### src/rtl/serial_adder_sched_if.sv
// Request/result bundle for serial_adder_sched; SERIAL_ADDER_SUB_EN adds the subtract-select signals.
interface serial_adder_sched_if #(
  parameter int unsigned WIDTH = 8
);
  logic             req0_valid;
  logic             req0_ready;
  logic [WIDTH-1:0] req0_a;
  logic [WIDTH-1:0] req0_b;
  logic             req1_valid;
  logic             req1_ready;
  logic [WIDTH-1:0] req1_a;
  logic [WIDTH-1:0] req1_b;
  logic             res_valid;
  logic             res_ready;
  logic [WIDTH-1:0] res_sum;
  logic             res_carry;
  logic             res_id;
  logic             busy;
`ifdef SERIAL_ADDER_SUB_EN
  logic             req0_sub;
  logic             req1_sub;
  logic             res_sub;

  modport master (
    output req0_valid, req0_a, req0_b, req0_sub,
    output req1_valid, req1_a, req1_b, req1_sub,
    output res_ready,
    input  req0_ready, req1_ready, res_valid, res_sum, res_carry, res_id, res_sub, busy
  );
  modport slave (
    input  req0_valid, req0_a, req0_b, req0_sub,
    input  req1_valid, req1_a, req1_b, req1_sub,
    input  res_ready,
    output req0_ready, req1_ready, res_valid, res_sum, res_carry, res_id, res_sub, busy
  );
`else
  modport master (
    output req0_valid, req0_a, req0_b,
    output req1_valid, req1_a, req1_b,
    output res_ready,
    input  req0_ready, req1_ready, res_valid, res_sum, res_carry, res_id, busy
  );
  modport slave (
    input  req0_valid, req0_a, req0_b,
    input  req1_valid, req1_a, req1_b,
    input  res_ready,
    output req0_ready, req1_ready, res_valid, res_sum, res_carry, res_id, busy
  );
`endif
endinterface

### src/rtl/serial_adder_sched.sv
// Bit-serial adder shared by two round-robin arbitrated requesters, LSB first, one bit per clock.
// Define SERIAL_ADDER_SUB_EN to add per-request subtract (A-B via inverted B and carry-in 1).
module serial_adder_sched #(
  parameter int unsigned WIDTH = 8
) (
  input  logic                 clk,
  input  logic                 rst_n,
  serial_adder_sched_if.slave  bus
);
  typedef enum logic [1:0] {IDLE, RUN, DONE} state_t;

  localparam int unsigned   CW   = $clog2(WIDTH);
  localparam logic [CW-1:0] LAST = CW'(WIDTH - 1);

  state_t           state;
  state_t           state_next;
  logic [WIDTH-1:0] a_sr;
  logic [WIDTH-1:0] b_sr;
  logic [WIDTH-1:0] sum_sr;
  logic             carry;
  logic [CW-1:0]    count;
  logic             id;
  logic             ptr;
  logic             grant0;
  logic             grant1;
  logic [WIDTH-1:0] sel_a;
  logic [WIDTH-1:0] sel_b;
  logic             sel_sub;
  logic             hs1_sum;
  logic             hs1_carry;
  logic             hs2_carry;
  logic             sum_bit;
  logic             carry_next;

  // Full-adder slice built from two half adders with the carries ORed.
  assign hs1_sum    = a_sr[0] ^ b_sr[0];
  assign hs1_carry  = a_sr[0] & b_sr[0];
  assign sum_bit    = hs1_sum ^ carry;
  assign hs2_carry  = hs1_sum & carry;
  assign carry_next = hs1_carry | hs2_carry;

  always_ff @(posedge clk or negedge rst_n) begin
    if (!rst_n) state <= IDLE;
    else        state <= state_next;
  end

  // Grants are gated by rst_n so ready stays low while reset is held.
  always_comb begin
    state_next = state;
    grant0     = 1'b0;
    grant1     = 1'b0;
    case (state)
      IDLE: begin
        grant0 = rst_n & bus.req0_valid & (~ptr | ~bus.req1_valid);
        grant1 = rst_n & bus.req1_valid & ( ptr | ~bus.req0_valid);
        if (grant0 | grant1) state_next = RUN;
      end
      RUN:     if (count == LAST) state_next = DONE;
      DONE:    if (bus.res_ready) state_next = IDLE;
      default: state_next = IDLE;
    endcase
  end

  assign sel_a = grant1 ? bus.req1_a : bus.req0_a;
  assign sel_b = grant1 ? bus.req1_b : bus.req0_b;

`ifdef SERIAL_ADDER_SUB_EN
  logic sub_q;
  assign sel_sub     = grant1 ? bus.req1_sub : bus.req0_sub;
  assign bus.res_sub = sub_q;

  always_ff @(posedge clk or negedge rst_n) begin
    if (!rst_n)                sub_q <= 1'b0;
    else if (grant0 | grant1)  sub_q <= sel_sub;
  end
`else
  assign sel_sub = 1'b0;
`endif

  always_ff @(posedge clk or negedge rst_n) begin
    if (!rst_n) begin
      a_sr   <= '0;
      b_sr   <= '0;
      sum_sr <= '0;
      carry  <= 1'b0;
      count  <= '0;
      id     <= 1'b0;
      ptr    <= 1'b0;
    end else begin
      case (state)
        IDLE: begin
          if (grant0 | grant1) begin
            a_sr  <= sel_a;
            b_sr  <= sel_sub ? ~sel_b : sel_b;
            carry <= sel_sub;
            count <= '0;
            id    <= grant1;
            ptr   <= grant0;
          end
        end
        RUN: begin
          a_sr   <= a_sr >> 1;
          b_sr   <= b_sr >> 1;
          sum_sr <= {sum_bit, sum_sr[WIDTH-1:1]};
          carry  <= carry_next;
          count  <= count + CW'(1);
        end
        default: ;
      endcase
    end
  end

  assign bus.req0_ready = grant0;
  assign bus.req1_ready = grant1;
  assign bus.res_valid  = (state == DONE);
  assign bus.res_sum    = sum_sr;
  assign bus.res_carry  = carry;
  assign bus.res_id     = id;
  assign bus.busy       = (state != IDLE);
endmodule
### src/flat_wrapper.sv
// flat-port wrapper written by rule: the top's interface ports become plain ports
module serial_adder_sched_flat 
#(
  parameter int unsigned WIDTH = 8
)
  (clk, rst_n, bus_req0_valid, bus_req0_a, bus_req0_b, bus_req1_valid, bus_req1_a, bus_req1_b, bus_res_ready, bus_req0_ready, bus_req1_ready, bus_res_valid, bus_res_sum, bus_res_carry, bus_res_id, bus_busy);
  serial_adder_sched_if #(.WIDTH(WIDTH)) bus_i ();
  input  logic clk;
  input  logic rst_n;
  input wire logic [$bits(bus_i.req0_valid)-1:0] bus_req0_valid;
  input wire logic [$bits(bus_i.req0_a)-1:0] bus_req0_a;
  input wire logic [$bits(bus_i.req0_b)-1:0] bus_req0_b;
  input wire logic [$bits(bus_i.req1_valid)-1:0] bus_req1_valid;
  input wire logic [$bits(bus_i.req1_a)-1:0] bus_req1_a;
  input wire logic [$bits(bus_i.req1_b)-1:0] bus_req1_b;
  input wire logic [$bits(bus_i.res_ready)-1:0] bus_res_ready;
  output wire logic [$bits(bus_i.req0_ready)-1:0] bus_req0_ready;
  output wire logic [$bits(bus_i.req1_ready)-1:0] bus_req1_ready;
  output wire logic [$bits(bus_i.res_valid)-1:0] bus_res_valid;
  output wire logic [$bits(bus_i.res_sum)-1:0] bus_res_sum;
  output wire logic [$bits(bus_i.res_carry)-1:0] bus_res_carry;
  output wire logic [$bits(bus_i.res_id)-1:0] bus_res_id;
  output wire logic [$bits(bus_i.busy)-1:0] bus_busy;
  assign bus_i.req0_valid = bus_req0_valid;
  assign bus_i.req0_a = bus_req0_a;
  assign bus_i.req0_b = bus_req0_b;
  assign bus_i.req1_valid = bus_req1_valid;
  assign bus_i.req1_a = bus_req1_a;
  assign bus_i.req1_b = bus_req1_b;
  assign bus_i.res_ready = bus_res_ready;
  assign bus_req0_ready = bus_i.req0_ready;
  assign bus_req1_ready = bus_i.req1_ready;
  assign bus_res_valid = bus_i.res_valid;
  assign bus_res_sum = bus_i.res_sum;
  assign bus_res_carry = bus_i.res_carry;
  assign bus_res_id = bus_i.res_id;
  assign bus_busy = bus_i.busy;
  serial_adder_sched #(.WIDTH(WIDTH)) u_core (.clk(clk), .rst_n(rst_n), .bus(bus_i));
endmodule
### config.mk
export PLATFORM = sky130hd
export DESIGN_NAME = serial_adder_sched_flat
export DESIGN_NICKNAME = d
export VERILOG_FILES = /design/src/rtl/serial_adder_sched_if.sv /design/src/rtl/serial_adder_sched.sv /design/src/flat_wrapper.sv
export SDC_FILE = /design/constraint.sdc
export NUM_CORES = 1
export LEC_CHECK = 0
export ABC_CLOCK_PERIOD_IN_PS = 1340
export CAP_MARGIN = 10
export CORE_UTILIZATION = 43
export DETAILED_ROUTE_END_ITERATION = 8
export GPL_TIMING_DRIVEN = 0
export PLACE_DENSITY = 0.75
export REMOVE_ABC_BUFFERS = 1
export SETUP_SLACK_MARGIN = 0.05
export SYNTH_ARGS = -nofsm -noshare
export SYNTH_HDL_FRONTEND = slang
export SYNTH_SLANG_ARGS = --single-unit
### constraint.sdc
create_clock -name clk -period 1.34 [get_ports clk]
set_input_delay 0.268 -clock clk [delete_from_list [all_inputs] [get_ports clk]]
set_output_delay 0.268 -clock clk [all_outputs]
set_load 0.02 [all_outputs]
==> flow_summary.ini, run 1 <==
[global_routing]
antenna_found_initial = 0
grt_pass1_vias = 1804
grt_first_pass_wirelength_mm = 9.05
grt_max_degree = 38
grt_usage = 0.274
grt_overflow = 0

[layout]
drive_gt1_frac = 0.294
layout_commonest_cell = clkdlybuf4s50_1
final_cell_mix = clkdlybuf4s50_1 (33), dfrtp_1 (30), nand2_1 (28), a31oi_1 (14), inv_1 (13)
stdcell_area_um2 = 2960
fin_util = 0.725
diodes = 0
syn_to_final_growth_pct = 59.1
fill_cells = 279
fin_nets = 304

[run_status]
outcome = finished, violations left
violations = hold timing, setup timing

[routing]
vias_per_cell = 6.17
ant_nets = 0
wl_per_cell_um = 19.4
dr.pass1.iters = 4
vias = 1945
first_iter_violations = 135
drc = 0
routed_wl_mm = 6.12

[setup_path]
startpoint_type = flop
slowest_delay_ps = 500
crit_fanout = 13
crit_arrival_ps = 1770
slowest_stage = dfrtp_4
crit_chain = buf_4 > buf_12 > or3b_2 > o311ai_1 > a31oi_1
path_class = flop to flop
cp.required_ps = 1500
end_kind = flop

[timing]
max_slew_margin = 0.717
rsz0062_at_grt = yes
finalMaxSlewViolations = 0
hold_violations = 32
setup-violations-final = 24
worst_slack_ps = -269
fin_setup_tns_ps = -3570
hold_ws_ps = -133
finalCriticalPeriod_ps = 1610
tightest_slew_ps = 424
max_freq_mhz = 621
finClkSkew_ps = 9.20
post-route-period-util = 1.20

[synthesis]
yosysUniqueCellTypes = 41
syn_area_per_cell_um2 = 9.46
synthArstFlopShare = 1.00
yosysSeqAreaShare = 0.430
yosys_warnings = 0
synth-edff-count = 0
netlist_area_um2 = 1860
synth_seq_cells = 32
synthFlopType = dfrtp_1
synthesis.instances = 197

[floorplan]
die_area_um2 = 4600
core_area_um2 = 4090
start_util = 0.456
die_y_um = 67.8
row_count = 23
die_width_um = 67.8
top_level_ports = 51

[placed_design]
place.detailed.hpwl_mm = 3.04
routabilityCongestion = 0.752
port-buffer-count = 50
detailed_place.area_um2 = 2300

[clock_tree]
clock_path_buffers = 2
cts.clk_slew.worst_paths_ps = 70
cts_sinks = 32
clock_latency_ps = 290
htree_levels = 2
cts_tree = yes
numCtsBuffers = 5
cts_root_buf = clkbuf_8

[power]
ir_worst_vdd_mv = 1.39
power.density_nw_per_um2 = 2260
p_leak_nw = 1.24

[min_path]
hold_path_class = input pin to asynchronous set/reset pin

[run]
max_cap_violations = 0
## logic make-up (layout without fill, tap and decap cells)
logic type | after synthesis | in the layout | share of synthesized area
compound gates | 69 | 69 | 0.278
fa+ha+maj | 3 | 3 | 0.0242
buf+inv | 33 | 97 | 0.0947
flops | 32 | 32 | 0.430
simple gates | 60 | 64 | 0.173
## cells in the mapped netlist, types with 3 or more instances
library cell  count  area, um^2
buf_6             4        45.0
o21ai_1           5        25.0
nand2b_1          7        43.8
o211ai_1          3        22.5
buf_4             3        22.5
or3b_1            3        26.3
nand2_1          29         109
a22oi_1           8        60.1
o221ai_1          8        70.1
dfrtp_1          32         801
buf_2             9        45.0
o311ai_1          8        70.1
o31ai_1           8        60.1
inv_1            14        52.6
nand4_1           6        37.5
o311ai_0          4        35.0
a31oi_1          14        87.6
## final timing paths
path,end,from,cells after the start,slack (ps)
setup / recovery,u_core.a_sr[1],u_core.state[1],5,-270
hold / removal,u_core.bus.res_sum[2],rst_n,1,-130
setup reg to reg,u_core.a_sr[1],u_core.state[1],5,-270
hold reg to reg,u_core.bus.res_sum[0],u_core.bus.res_sum[0],2,480
max in group asynchronous,u_core.state[0],rst_n,1,1180
min in group clk,u_core.bus.res_sum[0],u_core.bus.res_sum[0],2,480
## power by group
part | total, mW | internal (mW) | switching (mW) | leakage [nW]
sequential | 1.79 | 1.43 | 0.365 | 0.396
combinational | 3.87 | 1.88 | 1.99 | 0.780
clock | 1.04 | 0.656 | 0.382 | 0.0645
## what timing repair did
action,CTS,global route
gates cloned,6,1
hold endpoints to repair,32,32
gates resized for setup,79,34
pin swaps,12,8
endpoints found under the setup margin,46,45
buffers inserted,19,2
## stage by stage
stage | hold WS [ps] | instances | power [mW] | setup WS [ps]
floorplan | -27.6 | 179 | 3.29 | -592
global placement | 460 | 279 | 4.13 | -2440
detailed placement | 395 | 279 | 4.20 | -1410
CTS | -58.4 | 312 | 6.23 | -292
global route | -113 | 315 | 7.08 | -334
finish | -133 | 315 | 6.70 | -269
## layer usage
layer	vias up	part of all wire	wire [um]	global-route usage
met3	14	0.050	303	0.0483
met2	69	0.48	2950	0.412
met4	0	0.025	152	0.138
met1	970	0.44	2710	0.379
met5	-	0	0	0
li1	892	-	-	-
## cell type report
type,instances,area (um^2),area share
clock inverter,1,30.0,0.0101
clock buffer,7,96.3,0.0325
inverter,15,61.3,0.0207
tap,50,62.6,0.0211
timing repair buffer,74,786,0.265
sequential,32,806,0.272
multi-input combinational,136,1120,0.379
## registers in the layout, indices dropped and copies added (netlist names)
name                  count
u_core.bus.res_sum        8
u_core.a_sr               8
u_core.ptr                1
u_core.bus.res_carry      1
u_core.b_sr               8
u_core.bus.res_id         1
u_core.state              2
u_core.count              3
## critical path, delay by kind of cell, from the launching register on
kind / cells / cell delay, ps
compound gates: 2 / 190
buf+inv: 2 / 310
flops: 1 / 500
simple gates: 1 / 470
No activity file was read; power rests on OpenSTA's default activity.
==> run 2, diff against run 1 <==
Settings changed: DONT_BUFFER_PORTS set to 1, PLACE_DENSITY 0.75 to unset.
==> run 2 against run 1 <==
  * The flow finishes with violations (setup timing)
  * Register-to-register slack better by 80 ps
  * Critical endpoint is now bus_req0_ready
  * Critical path depth is 2 lower
  * Largest power group unchanged
  * Sequential share of layout area is 8.6 points higher
  * Setup slack worse by 36 ps
==> flow_summary.ini, run 2 (same netlist as run 1, synthesis figures left out) <==
[layout]
stdcell_area_um2 = 2260
fin_nets = 248
fin_util = 0.552
layout_commonest_cell = dfrtp_1
drive_gt1_frac = 0.249
fill_cells = 361
instances_no_fill = 259
final_cell_mix = dfrtp_1 (29), nand2_1 (27), a31oi_1 (14), inv_1 (13)
diodes = 0
syn_to_final_growth_pct = 21.1

[placed_design]
place.detailed.hpwl_mm = 3.01
port-buffer-count = 0
routabilityCongestion = 0.783
detailed_place.area_um2 = 1810
placed_cells = 229

[timing]
hold_violations = 0
worst_slack_ps = -305
post-route-period-util = 1.23
finalCriticalPeriod_ps = 1640
max_slew_margin = 0.522
finalMaxSlewViolations = 0
rsz0062_at_grt = yes
setup-violations-final = 23
tightest_slew_ps = 717
max_freq_mhz = 608
finClkSkew_ps = 5.41

[global_routing]
grt_max_degree = 33
grt_first_pass_wirelength_mm = 7.53
grt_overflow = 0
antenna_found_initial = 0
grt_pass1_vias = 1577
grt_usage = 0.228

[setup_path]
r2r-start = u_core.state[1]
crit_family = flip-flops
reg2reg_depth = 7
slowest_delay_ps = 500
end_kind = primary output
crit_chain = nor2_4 > inv_6 > a211oi_4
crit_cells = 3
startpoint_type = flop
cp.required_ps = 1070
crit_arrival_ps = 1380
slowest_stage = dfrtp_4
startpoint = u_core.state[1]
crit_buf_inv = 1
path_class = flop to primary output
crit_fanout = 14

[floorplan]
start_util = 0.456
die_y_um = 67.8
top_level_ports = 51
die_area_um2 = 4600
core_area_um2 = 4090
die_width_um = 67.8
row_count = 23

[clock_tree]
cts.clk_slew.worst_paths_ps = 60
htree_levels = 2
numCtsBuffers = 5
clock_latency_ps = 280
cts_tree = yes
clock_path_buffers = 2
cts_root_buf = clkbuf_8
cts_sinks = 32

[min_path]
hold_path_class = input pin to flop
holdPathStages = 2
hold_start = bus_req0_a[0]

[power]
ir_worst_vdd_mv = 1.10
clockPowerShare = 0.140
power_frac_seq = 0.358
p_sw_frac = 0.426
power.density_nw_per_um2 = 2430
p_sw_mw = 2.33
power_mw = 5.48
p_leak_nw = 0.941
p_int_mw = 3.14
combPwrFrac = 0.503

[run]
max_cap_violations = 0

[routing]
drc = 0
first_iter_violations = 73
dr.pass1.iters = 6
ant_nets = 0
wl_per_cell_um = 20.2
routed_wl_mm = 5.24
vias = 1623
vias_per_cell = 6.27

[run_status]
violations = setup timing
outcome = finished, violations left
[run 2: area by class of cell]
class	count	area, um^2	area share
Tap cell	50	62.6	0.0277
Inverter	15	63.8	0.0283
Multi-Input combinational cell	134	991	0.439
Sequential cell	32	807	0.358
Timing Repair Buffer	20	241	0.107
Clock buffer	8	90.1	0.0399
[run 2: power groups by stage]
| stage | clock network [mW] | registers, mW | logic, mW |
|---|---|---|---|
| finish | 0.765 | 1.96 | 2.75 |
| CTS | 0.781 | 1.94 | 2.37 |
| global route | 0.842 | 2.02 | 2.99 |
| detailed placement | 0 | 2.01 | 1.75 |
| global placement | 0 | 1.99 | 1.67 |
| floorplan | 0 | 1.90 | 1.40 |
[run 2: through the flow]
stage / hold WS, ps / setup slack, ps / TNS, ps
global placement: -26.4 / -957 / -26450
global route: 139 / -360 / -5040
floorplan: -27.6 / -592 / -9570
finish: 138 / -305 / -3360
CTS: 127 / -310 / -1700
detailed placement: -26.7 / -981 / -26760
[run 2: final timing paths]
| path | end | slack, ps |
|---|---|---|
| max in group asynchronous | u_core.state[1] | 720 |
| worst max-delay path | bus_req0_ready | -300 |
| min in group asynchronous | u_core.a_sr[3] | 430 |
| worst min register to register | u_core.count[0] | 500 |
| worst max register to register | u_core.a_sr[2] | -190 |
| worst min-delay path | u_core.a_sr[0] | 140 |
[run 2: what timing repair did]
item,CTS,global route
setup buffers,12,6
cloned,1,2
hold buffers,2,0
pin swaps,6,5
endpoints found under the setup margin,36,27
endpoints found under the hold margin,32,0
resized for setup,25,15
[run 2: routing by layer]
metal	track usage	up-vias	routed length, um
li1	-	763	-
met1	0.282	790	2190
met2	0.375	59	2670
met3	0.0650	11	290
met4	0.0859	0	87
met5	0	-	0
==> run 3, diff against run 2 <==
Settings changed: CORE_MARGIN set to 3, GPL_ROUTABILITY_DRIVEN set to 0.
==> run 3 against run 2 <==
  * The flow still finishes with violations (setup timing)
  * Register-to-register slack barely moved
  * Design area rose by 2.3%
  * Sequential share of layout area fell by 0.81 points
  * Sequential power rose by 3%
  * Power rose by 3.8%
  * Critical path depth rose by 1
  * Maximum frequency fell by 2.0%
  * Global-route usage fell by 1.8 points
  * Cell count fell by 0.77%
  * Worst hold slack got worse by 7.8 ps
  * Via count rose by 7.6%
==> flow_summary.ini, run 3 (same netlist as run 1, synthesis figures left out) <==
[clock_tree]
cts_tree = yes
clock_path_buffers = 2
htree_levels = 2
numCtsBuffers = 5
cts_root_buf = clkbuf_8
cts.clk_slew.worst_paths_ps = 60
clock_latency_ps = 290
cts_sinks = 32

[routing]
ant_nets = 0
vias = 1747
drc = 0
routed_wl_mm = 5.68
dr.pass1.iters = 4
wl_per_cell_um = 22.1
first_iter_violations = 118
vias_per_cell = 6.80

[timing]
hold_ws_ps = 130
max_slew_margin = 0.508
max_freq_mhz = 596
hold_violations = 0
finClkSkew_ps = 4.83
rsz0062_at_grt = yes
worst_slack_ps = -339
post-route-period-util = 1.25
tightest_slew_ps = 737
finalMaxSlewViolations = 0
setup-violations-final = 31
finalCriticalPeriod_ps = 1680

[setup_path]
startpoint_type = flop
crit_arrival_ps = 1410
startpoint = u_core.state[1]
reg2reg_depth = 6
cp.required_ps = 1070
slowest_delay_ps = 480
crit_family = flip-flops
crit_fanout = 12
slowest_stage = dfrtp_4
end_kind = primary output
crit_chain = nor2_4 > buf_6 > nand3_2 > inv_2
r2r-start = u_core.state[1]
crit_buf_inv = 2
timing.rr.end = u_core.a_sr[1]
crit_cells = 4
crit_path_end = bus_req1_ready
path_class = flop to primary output
reg2reg_slack_ps = -200

[floorplan]
start_util = 0.456
die_width_um = 71.8
row_count = 23
die_y_um = 71.8
die_area_um2 = 5160
core_area_um2 = 4090
top_level_ports = 51

[placed_design]
port-buffer-count = 0
pre_cts_slack_ps = -1000
place.detailed.hpwl_mm = 3.09

[layout]
fin_nets = 246
layout_commonest_cell = dfrtp_1
fin_util = 0.565
syn_to_final_growth_pct = 23.9
drive_gt1_frac = 0.300
diodes = 0
final_cell_mix = dfrtp_1 (29), nand2_1 (26), a31oi_1 (14), inv_1 (13), o311ai_1 (9)

[min_path]
hold_path_class = input pin to flop

[run]
max_cap_violations = 0

[power]
power.density_nw_per_um2 = 2460
ir_worst_vdd_mv = 0.934
power_mw = 5.68
p_leak_nw = 0.934

[global_routing]
antenna_found_initial = 0
grt_max_degree = 33
grt_first_pass_wirelength_mm = 8.39
grt_usage = 0.210
grt_pass1_vias = 1708
grt_overflow = 0

[run_status]
violations = setup timing
outcome = finished, violations left
## run 3: cell types whose count changed in the layout (fill, tap and decap cells not counted), moves of 2 or more
cell / change
a22oi_1: -7
a22oi_2: +7
o311ai_0: -4
buf_4: -3
nand2b_4: +3
o311ai_2: +3
nand2_2: +2
nand2b_2: -2
o31ai_1: +2
or3b_4: +2
## run 3: how the worst min path moves through the flow
stage | from | endpoint | slack [ps] | cells after the start
finish | bus_req1_a[0] | u_core.a_sr[0] | 130 | 2
global route | bus_req0_a[2] | u_core.a_sr[2] | 140 | 2
CTS | bus_req0_b[2] | u_core.b_sr[2] | 130 | 2
detailed placement | rst_n | u_core.bus.res_sum[7] | -30 | 0
global placement | rst_n | u_core.bus.res_sum[7] | -30 | 0
floorplan | rst_n | u_core.a_sr[0] | -30 | 0
## run 3: routing by layer
layer / global-route usage / part of all wire / vias to the layer above
met5: 0 / 0 / -
met1: 0.251 / 0.40 / 872
met3: 0.0505 / 0.070 / 23
met4: 0.0835 / 0.035 / 0
met2: 0.362 / 0.49 / 90
li1: - / - / 762
## run 3: final cells by class
class,instances,area (um^2)
timing repair buffer,16,213
tap,50,62.6
multi-input combinational,136,1070
fill,366,1780
inverter,15,61.3
clock buffer,8,90.1
sequential,32,807
## run 3: worst reg2reg max path: cells and delay by family (launching register included)
family	cells	cell delay (ps)
buffers and inverters	3	390
and+or+nand+nor	1	400
AOI/OAI and AO/OA	2	140
DFF	1	480
## run 3: power by group
group | leakage, nW | internal, mW | switching [mW]
Sequential | 0.394 | 1.43 | 0.584
Clock | 0.0455 | 0.419 | 0.357
Combinational | 0.494 | 1.33 | 1.57
## run 3: per-stage QoR
| stage | TNS, ps | instance area (um^2) | instances |
|---|---|---|---|
| final | -3150 | 2310 | 257 |
| after global routing | -4790 | 2310 | 257 |
| after CTS | -1780 | 2110 | 251 |
| after detailed placement | -28180 | 1810 | 229 |
| after global placement | -26520 | 1810 | 229 |
| after floorplan | -9570 | 1740 | 179 |
## run 3: repair_timing
action                                  CTS  global route
endpoints found under the setup margin   36            36
pin swaps                                11            12
buffers inserted                         11             2
hold endpoints to repair                 32             0
gates resized for setup                  26            29
cloned                                    1             4
hold buffers                              2             0
